### src/rtl/red_pitaya_trigger_sequencer.sv
// Multi-shot trigger sequencer: arms the trigger block, timestamps each trigger into a FIFO,
// applies holdoff between shots and an optional wait timeout; registers on a simple ack bus.
module red_pitaya_trigger_sequencer #(
  parameter int FIFODEPTH = 8
) (
  input  logic        clk_i,
  input  logic        rst_i,
  input  logic        trig_i,
  output logic        rearm_o,
  output logic        busy_o,
  output logic        done_o,
  input  logic [15:0] addr,
  input  logic        wen,
  input  logic        ren,
  output logic        ack,
  output logic [31:0] rdata,
  input  logic [31:0] wdata
);

  localparam int AW = $clog2(FIFODEPTH);
  localparam logic [4:0] DEPTH_C = 5'(FIFODEPTH);

  typedef enum logic [2:0] {
    S_IDLE = 3'd0, S_ARM = 3'd1, S_WAIT = 3'd2, S_HOLDOFF = 3'd3, S_DONE = 3'd4
  } state_t;

  state_t          state_q, state_d;
  logic [31:0]     ts_q, ts_d;
  logic [15:0]     ntrig_q, ntrig_d, ntrig_act_q, ntrig_act_d;
  logic [31:0]     holdoff_q, holdoff_d, hold_act_q, hold_act_d;
  logic [31:0]     timeout_q, timeout_d, tmo_act_q, tmo_act_d;
  logic [31:0]     timer_q, timer_d;
  logic [15:0]     trig_cnt_q, trig_cnt_d;
  logic            tmo_flag_q, tmo_flag_d, ovf_q, ovf_d, done_q, done_d, ack_q, ack_d;
  logic [31:0]     rdata_q, rdata_d;
  logic [31:0]     mem_q [FIFODEPTH];
  logic [31:0]     mem_d [FIFODEPTH];
  logic [AW-1:0]   wr_ptr_q, wr_ptr_d, rd_ptr_q, rd_ptr_d;
  logic [4:0]      cnt_q, cnt_d;

  logic start, abort, fifo_empty, fifo_full;
  logic push, push_ok, pop, clr;

  assign start      = wen && (addr == 16'h0000) && wdata[0];
  assign abort      = wen && (addr == 16'h0000) && wdata[1];
  assign fifo_empty = (cnt_q == 5'd0);
  assign fifo_full  = (cnt_q == DEPTH_C);

  assign rearm_o = (state_q == S_ARM);
  assign busy_o  = (state_q == S_ARM) || (state_q == S_WAIT) || (state_q == S_HOLDOFF);
  assign done_o  = done_q;
  assign ack     = ack_q;
  assign rdata   = rdata_q;

  always_comb begin
    state_d     = state_q;
    ts_d        = ts_q + 32'd1;
    ntrig_d     = ntrig_q;
    holdoff_d   = holdoff_q;
    timeout_d   = timeout_q;
    ntrig_act_d = ntrig_act_q;
    hold_act_d  = hold_act_q;
    tmo_act_d   = tmo_act_q;
    timer_d     = timer_q;
    trig_cnt_d  = trig_cnt_q;
    tmo_flag_d  = tmo_flag_q;
    ovf_d       = ovf_q;
    done_d      = 1'b0;
    ack_d       = wen | ren;
    rdata_d     = 32'd0;
    mem_d       = mem_q;
    wr_ptr_d    = wr_ptr_q;
    rd_ptr_d    = rd_ptr_q;
    cnt_d       = cnt_q;
    push        = 1'b0;
    push_ok     = 1'b0;
    pop         = 1'b0;
    clr         = 1'b0;

    if (wen) begin
      case (addr)
        16'h0004: ntrig_d   = wdata[15:0];
        16'h0008: holdoff_d = wdata;
        16'h000C: timeout_d = wdata;
        default: ;
      endcase
    end

    if (ren) begin
      case (addr)
        16'h0000: rdata_d = {24'd0, cnt_q, state_q};
        16'h0004: rdata_d = {16'd0, ntrig_q};
        16'h0008: rdata_d = holdoff_q;
        16'h000C: rdata_d = timeout_q;
        16'h0010: rdata_d = {14'd0, tmo_flag_q, ovf_q, trig_cnt_q};
        16'h0014: begin
          rdata_d = fifo_empty ? 32'd0 : mem_q[rd_ptr_q];
          pop     = !fifo_empty;
        end
        default: rdata_d = 32'd0;
      endcase
    end

    // Abort outranks everything, including a trigger in the same cycle.
    case (state_q)
      S_IDLE, S_DONE: begin
        if (abort) begin
          state_d = S_IDLE;
        end else if (start) begin
          state_d    = S_ARM;
          trig_cnt_d = 16'd0;
          tmo_flag_d = 1'b0;
          ovf_d      = 1'b0;
          clr        = 1'b1;
        end
      end
      S_ARM: begin
        state_d     = abort ? S_IDLE : S_WAIT;
        ntrig_act_d = ntrig_q;
        hold_act_d  = holdoff_q;
        tmo_act_d   = timeout_q;
        timer_d     = 32'd0;
      end
      S_WAIT: begin
        if (abort) begin
          state_d = S_IDLE;
        end else if (trig_i) begin
          push       = 1'b1;
          trig_cnt_d = (trig_cnt_q == 16'hFFFF) ? trig_cnt_q : trig_cnt_q + 16'd1;
          timer_d    = 32'd0;
          if ((ntrig_act_q != 16'd0) && ({1'b0, trig_cnt_q} + 17'd1 == {1'b0, ntrig_act_q})) begin
            state_d = S_DONE;
            done_d  = 1'b1;
          end else begin
            state_d = S_HOLDOFF;
          end
        end else if ((tmo_act_q != 32'd0) && (timer_q == tmo_act_q - 32'd1)) begin
          state_d    = S_DONE;
          done_d     = 1'b1;
          tmo_flag_d = 1'b1;
        end else begin
          timer_d = timer_q + 32'd1;
        end
      end
      S_HOLDOFF: begin
        if (abort) begin
          state_d = S_IDLE;
        end else if ((hold_act_q == 32'd0) || (timer_q >= hold_act_q - 32'd1)) begin
          state_d = S_ARM;
        end else begin
          timer_d = timer_q + 32'd1;
        end
      end
      default: state_d = S_IDLE;
    endcase

    // A pop in the same cycle frees the slot a full-FIFO push needs.
    if (clr) begin
      wr_ptr_d = '0;
      rd_ptr_d = '0;
      cnt_d    = 5'd0;
    end else begin
      push_ok = push && (!fifo_full || pop);
      if (pop) rd_ptr_d = rd_ptr_q + AW'(1);
      if (push_ok) begin
        mem_d[wr_ptr_q] = ts_q;
        wr_ptr_d        = wr_ptr_q + AW'(1);
      end else if (push) begin
        ovf_d = 1'b1;
      end
      cnt_d = cnt_q + {4'd0, push_ok} - {4'd0, pop};
    end
  end

  always_ff @(posedge clk_i or posedge rst_i) begin
    if (rst_i) begin
      state_q     <= S_IDLE;
      ts_q        <= 32'd0;
      ntrig_q     <= 16'd0;
      holdoff_q   <= 32'd0;
      timeout_q   <= 32'd0;
      ntrig_act_q <= 16'd0;
      hold_act_q  <= 32'd0;
      tmo_act_q   <= 32'd0;
      timer_q     <= 32'd0;
      trig_cnt_q  <= 16'd0;
      tmo_flag_q  <= 1'b0;
      ovf_q       <= 1'b0;
      done_q      <= 1'b0;
      ack_q       <= 1'b0;
      rdata_q     <= 32'd0;
      wr_ptr_q    <= '0;
      rd_ptr_q    <= '0;
      cnt_q       <= 5'd0;
      for (int i = 0; i < FIFODEPTH; i++) mem_q[i] <= 32'd0;
    end else begin
      state_q     <= state_d;
      ts_q        <= ts_d;
      ntrig_q     <= ntrig_d;
      holdoff_q   <= holdoff_d;
      timeout_q   <= timeout_d;
      ntrig_act_q <= ntrig_act_d;
      hold_act_q  <= hold_act_d;
      tmo_act_q   <= tmo_act_d;
      timer_q     <= timer_d;
      trig_cnt_q  <= trig_cnt_d;
      tmo_flag_q  <= tmo_flag_d;
      ovf_q       <= ovf_d;
      done_q      <= done_d;
      ack_q       <= ack_d;
      rdata_q     <= rdata_d;
      wr_ptr_q    <= wr_ptr_d;
      rd_ptr_q    <= rd_ptr_d;
      cnt_q       <= cnt_d;
      mem_q       <= mem_d;
    end
  end

endmodule

### config.mk
export PLATFORM = sky130hd
export DESIGN_NAME = red_pitaya_trigger_sequencer
export DESIGN_NICKNAME = d
export VERILOG_FILES = /design/src/rtl/red_pitaya_trigger_sequencer.sv
export SDC_FILE = /design/constraint.sdc
export NUM_CORES = 1
export LEC_CHECK = 0
export ABC_AREA = 1
export BUFFER_PORTS_ARGS = -buffer_cell sky130_fd_sc_hd__buf_2
export CORE_MARGIN = 2
export CORE_UTILIZATION = 35
export CTS_BUF_LIST = sky130_fd_sc_hd__clkbuf_2
export DETAILED_ROUTE_END_ITERATION = 10
export HOLD_SLACK_MARGIN = 0.1
export PLACE_DENSITY_LB_ADDON = 0.1
export SYNTH_ARGS = -nofsm -noshare
export SYNTH_HDL_FRONTEND = slang
export SYNTH_SLANG_ARGS = --single-unit
### constraint.sdc
create_clock -name clk_i -period 16.4 [get_ports clk_i]
set_clock_uncertainty 0.15 [all_clocks]
set_input_delay 0.82 -clock clk_i [delete_from_list [all_inputs] [get_ports clk_i]]
set_output_delay 0.82 -clock clk_i [all_outputs]
set_load 0.05 [all_outputs]
Word level (Yosys, flattened, before mapping)
Cells that the tools add are included.
Cells by class
  reduce and logical (&&, ||, !) cells: 32
  equal/unequal tests: 26
  order comparisons: 4
  muxes and demuxes: 61
  add/sub/neg operators: 10
  bitwise gates (word level): 4
Operators with widths (count)
  $mux 32: 10
  $bwmux 256: 1
  $pmux 32 s6: 1
  $bmux 32 s3: 1
  $demux 32 s3: 1
  $pmux 32 s3: 1
  $mux 16: 5
  $add 32x1->32 const B: 2
  $sub 32x1->32 const B: 2
  $mux 3: 12
  $eq 16x4->1 const B: 2
  $eq 16x5->1 const B: 2
  $eq 32x32->1: 1
  $ge 32x32->1: 1
  $logic_not 32->1: 1
  $pmux 16 s2: 1
  $reduce_bool 32->1: 1
  $mux 1: 24
  $add 16x1->17 const B: 1
  $eq 17x16->1: 1
  $add 16x1->16 const B: 1
  $eq 16x16->1 const B: 1
  $eq 16x3->1 const B: 1
  $logic_not 16->1: 1
  other kinds (34): 62
Storage, ports and cells
  word-level logic and storage cells: 163
  register bits after elaboration: 546
  bits of input ports: 53
  output and inout bits: 36

Logic depth before layout (Yosys ltp)
Gate-level depths: netlist (run 1).
  depth in word-level cells: 9
  depth in mapped cells: 22
  depth with buffers taken out: 22

Worst setup path after synthesis (run 1)
Ideal clock, no wire load.
  path kind: in2reg
  start: input port addr[7]
  end: register cnt_q[4]
  data arrival time: 3.334 ns
  cell stages on the path: 18
  path buffers: 1
  slack: 12.781 ns
  required time: 16.116 ns
  setup time: 0.134 ns
  path through: or2_1 nor3_4 nand3_2 a31oi_2 nand2_2 inv_1 clkbuf_1 ha_1 inv_1 ha_1 fa_1 nand2_1 inv_1 nor2_1 nor2_1 nor2_1 xor2_1 nor2_1
Between the ends
  word-level cells in the longest chain between the ends: 9
  elaborated cells on any way between the ends: 17
  those cells by class: 2 x add/sub; 1 x eq/ne; 8 x mux; 6 x reduce/logical
RTL lines
  from (decl): RTL line 12  | input logic [15:0] addr,
  $logic_not 16->1: RTL line 44, 45
  $logic_and 1x1->1: RTL line 44, 45
  $logic_and 1x1->1: RTL line 45  | assign abort = wen && (addr == 16'h0000) && wdata[1];
  $mux 1: RTL line 125  | if (abort) begin
  $mux 1: RTL line 105  | case (state_q)
  $logic_and 1x1->1: RTL line 163  | push_ok = push && (!fifo_full || pop);
  $add 5x1->5: RTL line 171  | cnt_d = cnt_q + {4'd0, push_ok} - {4'd0, pop};
  $sub 5x1->5: RTL line 171
  $mux 5 *: RTL line 158  | if (clr) begin
  via cnt_d[4]: RTL line 39  | logic [4:0] cnt_q, cnt_d;
  to (signal assigned): RTL line 214  | cnt_q <= cnt_d;
  to (decl): RTL line 39
Mark *: on every way through the listed nets, which the timed path passes. The rest lies on a longest branch.
A chain may end at the register's enable or synchronous reset.

Worst setup path after layout (run 1)
  start: input port addr[8]
  end: register cnt_q[4]
Same word-level chain as after synthesis.

==> results of run 1 <==
-- final timing paths --
| path | to | slack [ns] |
|---|---|---|
| setup / recovery | cnt_q[4] | 10.62 |
| hold / removal | cnt_q[3] | 0.28 |
| setup reg to reg | timer_q[16] | 11.43 |
| hold reg to reg | tmo_act_q[17] | 0.29 |
| max in group asynchronous | mem_q[114] | 11.60 |
| min in group asynchronous | rdata[17] | 0.63 |
-- per-layer routing --
layer / part of all wire [%] / routed length, um / vias to the layer above / track usage (%)
met2: 47 / 42880 / 451 / 36.69
met3: 3.7 / 3322 / 135 / 3.333
met5: 0 / 0 / - / 0
met1: 47 / 43080 / 11869 / 30.59
met4: 1.9 / 1701 / 0 / 6.775
li1: - / - / 12212 / -
-- cell families (layout without fill, tap and decap cells) --
logic type | Yosys count | in the layout
simple gates | 1719 | 1719
compound gates | 726 | 726
flops | 546 | 546
buf+inv | 437 | 713
xor+xnor | 114 | 114
fa+ha+maj | 47 | 47
other cells | 0 | 6
-- cell usage in the layout, fill, tap and decap left out, types with 85 or more instances in the layout --
cell type | netlist | layout
buf_2 | 32 | 88
o21ai_0 | 339 | 339
dfrtp_1 | 546 | 543
clkbuf_2 | 1 | 225
inv_1 | 242 | 239
o21ai_1 | 171 | 169
xor2_1 | 85 | 85
nor2_1 | 376 | 375
nand3_1 | 104 | 104
dlygate4sd3_1 | 0 | 86
nand2_1 | 1068 | 1066
-- worst max-delay path: cells and delay by family --
kind                       cells  cell delay [ns]
xor gates and xnor gates       1             0.15
and+or+nand+nor               13             1.58
buffers and inverters          9             3.40
adders and majority gates      3             0.90
-- registers in the layout, summed over array words and instances (netlist names), 32 cells and up --
register	count
mem_q	256
hold_act_q	32
holdoff_q	32
rdata	32
timeout_q	32
timer_q	32
tmo_act_q	32
ts_q	32
-- through the flow --
step,hold slack (ns),std cells,cell area (um2),util [%]
global placement,0.3038,4586,29480,36.72
global route,0.1854,4931,31700,39.48
detailed placement,0.3088,4586,29480,36.72
CTS,0.1169,4925,31680,39.46
finish,0.2829,4931,31700,39.48
floorplan,0.2916,3589,28280,-
-- final cells by class --
class	instances	area (um2)
Fill cell	8603	48590
Sequential cell	546	13670
Multi-Input combinational cell	2606	12860
Timing Repair Buffer	201	1504
Tap cell	1060	1326
Clock buffer	225	1126
Inverter	259	984.7
Clock inverter	28	215.2
Antenna cell	6	15.01
-- power by group through the flow --
stage	logic, uW	clock network, uW	registers [uW]
4_1_cts	499	1050	1460
5_1_grt	556	1130	1470
3_3_place_gp	482	0	1490
2_1_floorplan	369	0	1470
6_report	493	1010	1460
3_5_place_dp	484	0	1490
-- timing repair --
item                                    CTS  global route
endpoints found under the setup margin    0             0
hold buffers                             86             0
hold endpoints to repair                248             0
==> results_dict.tcl, run 1 <==
set metrics [dict create \
    relSlewSlack_pct 28.47 \
    antenna_violating_nets_post_route 0 \
    max_freq_mhz 173.0 \
    cts_buffers 153 \
    clock-sinks 546 \
    drt-total-wl_mm 90.98 \
    p_sw_uw 1029 \
    yosys-mux-area-fraction_pct 0 \
    ys_ff_latch 546 \
    p_comb_share_pct 16.6 \
    place_ws_ns 11.07 \
    drive_gt1_share_pct 11.00 \
    crit_slowest_cell "dlygate4sd3_1" \
    die_area_mm2 0.08308 \
    drt_first_pass_iters 5 \
    core_mm2 0.08029 \
    timing.rr.start "hold_act_q[0]" \
    synthArstFlopShare_pct 100.0 \
    synth_most_common_cell "nand2_1" \
    post_cts_buffers 0 \
    finalWorstSetupSlack_ns 10.62 \
    cts_buffer_depth 3 \
    status "completed" \
    rsz0062_at_grt "no" \
    cp_common_cell "nor2_1" \
    pwr-share-seq_pct 49.3 \
    clock_latency_ns 1.39 \
    grt_pass1_wl_mm 143.6 \
    worstMarginPinSlew_ns 1.073 \
    die_w_um 288.2 \
    yosys_warnings 0 \
    cts_resized 0 \
    final_max_slew_viol_count 0 \
    yosys.cell_types.count 58 \
    grt_overflow 0 \
    syn-cell-area_mm2 0.02828 \
    synth_xor_area_share_pct 3.580 \
    hold_violations 0 \
    setup_tns_ns 0 \
    synth_edf_count 0 \
    grt_max_degree 121 \
    fin_crit_sh_pct 35.26 \
    clockRootBuffer "clkbuf_2" \
    io_pins 89 \
    cts.clk_slew.worst_paths_ns 0.10 \
    yosys.area.top_type "dfrtp_1" \
    power.density_mw_per_mm2 93.63 \
    nets 3867 \
    ctsHtreeMaxLevel 4 \
    fin_total_pwr_uw 2968 \
    netlist.area_leader.share_pct 48.32 \
    grt_pass1_vias 24531 \
    internal-power_uw 1939 \
    finalSetupViolCount 0 \
    cp_max_fo 8 \
    worst_ep_required_time_ns 17.47 \
    period_needed_ns 5.782 \
    worstSetupPathType "primary input to flip-flop" \
    hp-start "wdata[1]" \
    holdPathStages 4 \
    ff2ff_path_depth 21 \
    worst_ep_arrival_time_ns 6.85 \
    vias_per_cell 5.002 \
    start_util_pct 35.22 \
    ir_drop_mv 0.04890 \
    yosysSeqAreaShare_pct 48.32 \
    antenna_found_initial 3 \
    synth-compound-area-share_pct 14.13 \
    hpwl_mm 59.39 \
    postSynthCellCount 3589 \
    p_sw_share_pct 34.67 \
    synthAdderAreaFrac_pct 2.106 \
    row_count 104 \
    grt_use_total_pct 22.38 \
    synth.avg_cell_area_um2 7.879 \
    pwr-share-clk_pct 34.1 \
    end_kind "flip-flop" \
    leakage_uw 0.01570 \
    routabilityCongestion 0.9024 \
    setup.worst_path.start_class "primary input" \
    drt_iter0_drc 1782 \
    io_buffers 88 \
    synth.area.top_cells "dfrtp_1 48%, nand2_1 14%, o21ai_0 6.0%, nor2_1 5.0%, inv_1 3.2%" \
    synth_fp_nets 3689 \
    wl_per_cell_um 18.45 \
    die_h_um 288.2 \
    yosys.area_share.simple_pct 25.49 \
    cts_tree "built" \
    drt_drc_violations_left 0 \
    max_stage_delay_ns 0.89 \
    cp-startpoint "addr[8]" \
    synth_top_family_by_area "simple AND/OR/NAND/NOR gates" \
    synthToLayoutAreaGrowth_pct 12.09 \
    worstHoldPathType "primary input to flip-flop" \
    ys_top_cells_by_count "1,068 x nand2_1, 546 x dfrtp_1, 376 x nor2_1" \
    yosys_most_used_dff "dfrtp_1" \
    num_vias 24667 \
    cap_violations 0 \
]
(Power assumes the default switching activity.)
==> run 2, diff against run 1 <==
==> constraint.sdc (replaced) <==
create_clock -name clk_i -period 5.18 [get_ports clk_i]
set_clock_uncertainty 0.15 [all_clocks]
set_input_delay 0.259 -clock clk_i [delete_from_list [all_inputs] [get_ports clk_i]]
set_output_delay 0.259 -clock clk_i [all_outputs]
set_load 0.05 [all_outputs]
==> results_dict.tcl, run 2 (synthesized netlist as in run 1, its figures left out) <==
set metrics [dict create \
    status "completed" \
    worst_ep_required_time_ns 6.23 \
    finalSetupViolCount 0 \
    setup.worst_path.start_class "primary input" \
    drt_first_pass_iters 6 \
    ctsHtreeMaxLevel 4 \
    post_cts_buffers 0 \
    die_w_um 288.2 \
    core_mm2 0.08029 \
    die_h_um 288.2 \
    grt_pass1_vias 24612 \
    cts_buffers 155 \
    io_buffers 88 \
    relSlewSlack_pct 20.86 \
    final_cell_mix "1,066 x nand2_1, 543 x dfrtp_1, 375 x nor2_1" \
    drive_gt1_share_pct 11.09 \
    row_count 104 \
    drt_iter0_drc 1693 \
    place_ws_ns 0.8817 \
    multi_input_area_mm2 0.01286 \
    power.density_mw_per_mm2 293.0 \
    end_kind "flip-flop" \
    grt_use_total_pct 22.66 \
    cp_max_fo 6 \
    holdPathStages 5 \
    ff2ff_path_depth 20 \
    n_fill_cell 8445 \
    num_vias 25143 \
    cts.clk_slew.worst_paths_ns 0.10 \
    clock-sinks 546 \
    io_pins 89 \
    worstMarginPinSlew_ns 1.183 \
    nets 3933 \
    clockRootBuffer "clkbuf_2" \
    final_common_cell "nand2_1" \
    grt_overflow 0 \
    grt_pass1_wl_mm 145.3 \
    die_area_mm2 0.08308 \
    leakage_uw 0.01602 \
    rsz0062_at_grt "no" \
    drt_drc_violations_left 0 \
    cap_violations 0 \
    wl_per_cell_um 18.58 \
    worstSetupPathType "primary input to flip-flop" \
    synthToLayoutAreaGrowth_pct 14.61 \
    ir_drop_mv 0.1635 \
    period_needed_ns 4.904 \
    vias_per_cell 5.024 \
    regMostFlops "mem_q" \
    antenna_found_initial 4 \
    fin_crit_sh_pct 94.67 \
    hold_violations 0 \
    clock_latency_ns 1.39 \
    layout.area.seq_mm2 0.01367 \
    largest_reg_flops 256 \
    hpwl_mm 60.17 \
    finalWorstSetupSlack_ns 0.2762 \
    final_max_slew_viol_count 0 \
    worstHoldPathType "primary input to flip-flop" \
    cts_buffer_depth 3 \
    worst_ep_arrival_time_ns 5.95 \
    drt-total-wl_mm 92.99 \
    grt_max_degree 141 \
    start_util_pct 35.22 \
    fin_total_pwr_uw 9497 \
    routabilityCongestion 0.8983 \
    max_freq_mhz 203.9 \
    antenna_violating_nets_post_route 0 \
    cts_tree "built" \
]
-- run 2: cell types whose count changed in the layout (fill, tap and decap cells not counted), moves of 2 or more --
cell / before / now
buf_4: 27 / 24
inv_8: 3 / 1
buf_12: 0 / 5
diode_2: 6 / 4
dlygate4sd3_1: 86 / 146
clkinv_1: 22 / 26
clkinvlp_4: 2 / 5
clkbuf_2: 225 / 233
-- run 2: layout make-up --
| cell class | count | share of cell area (%) |
|---|---|---|
| Clock inverter | 32 | 0.6293 |
| Timing Repair Buffer | 264 | 6.768 |
| Tap cell | 1060 | 4.092 |
| Multi-Input combinational cell | 2607 | 39.68 |
| Sequential cell | 546 | 42.18 |
| Inverter | 259 | 3.027 |
| Antenna cell | 4 | 0.03088 |
| Clock buffer | 233 | 3.598 |
-- run 2: repair_timing --
action                                 CTS  global route
resized for setup                        0             1
hold buffers                           146             1
setup endpoints to repair                0           153
endpoints found under the hold margin  931             1
-- run 2: final timing paths --
check	start	endpoint	slack (ns)
max	addr[12]	cnt_q[4]	0.28
min	wdata[0]	ntrig_q[0]	0.27
max reg2reg	hold_act_q[0]	timer_q[26]	0.86
min reg2reg	ts_q[16]	ts_q[16]	0.32
max in group asynchronous	rst_i	rdata[12]	3.28
min in group asynchronous	rst_i	mem_q[228]	0.75
-- run 2: report_power, final --
| group | internal, uW | switching [uW] |
|---|---|---|
| logic | 452 | 1190 |
| clock network | 1260 | 1960 |
| registers | 4470 | 169 |
-- run 2: critical path, stage by stage --
cell and delay, ns:
dlygate4sd3_1 0.53, buf_2 0.09, dlygate4sd3_1 0.53, nor2_1 0.04, dlygate4sd3_1 0.54, nand2_1 0.08, nor2_2 0.06, dlygate4sd3_1 0.63
nand3_2 0.10, dlygate4sd3_1 0.62, inv_2 0.08, nand3_2 0.14, nand2_1 0.11, nor2_1 0.45, nand2_4 0.17, ha_1 0.32
inv_1 0.04, ha_1 0.19, fa_1 0.38, nand2_1 0.08, inv_1 0.04, nor2_1 0.08, nor2_1 0.04, nor2_1 0.11
xor2_1 0.16, nor2_1 0.06
-- run 2: per-stage QoR --
stage / hold slack (ns) / setup TNS (ns) / util [%] / instances / instance area (um2)
final: 0.2731 / 0 / 40.37 / 5005 / 32410
after global routing: 0.1371 / 0 / 40.37 / 5005 / 32410
after CTS: 0.1103 / 0 / 40.33 / 5000 / 32380
after detailed placement: 0.1549 / 0 / 36.81 / 4589 / 29550
after global placement: 0.1503 / 0 / 36.81 / 4589 / 29550
after floorplan: 0.2129 / -1450.67 / - / 3589 / 28280
-- run 2: routing by layer --
metal	vias up	routed length, um	GRT usage [%]
met3	147	3561	3.562
met1	12099	43380	30.95
met5	-	0	0
met4	0	2124	7.306
met2	525	43930	36.83
li1	12372	-	-
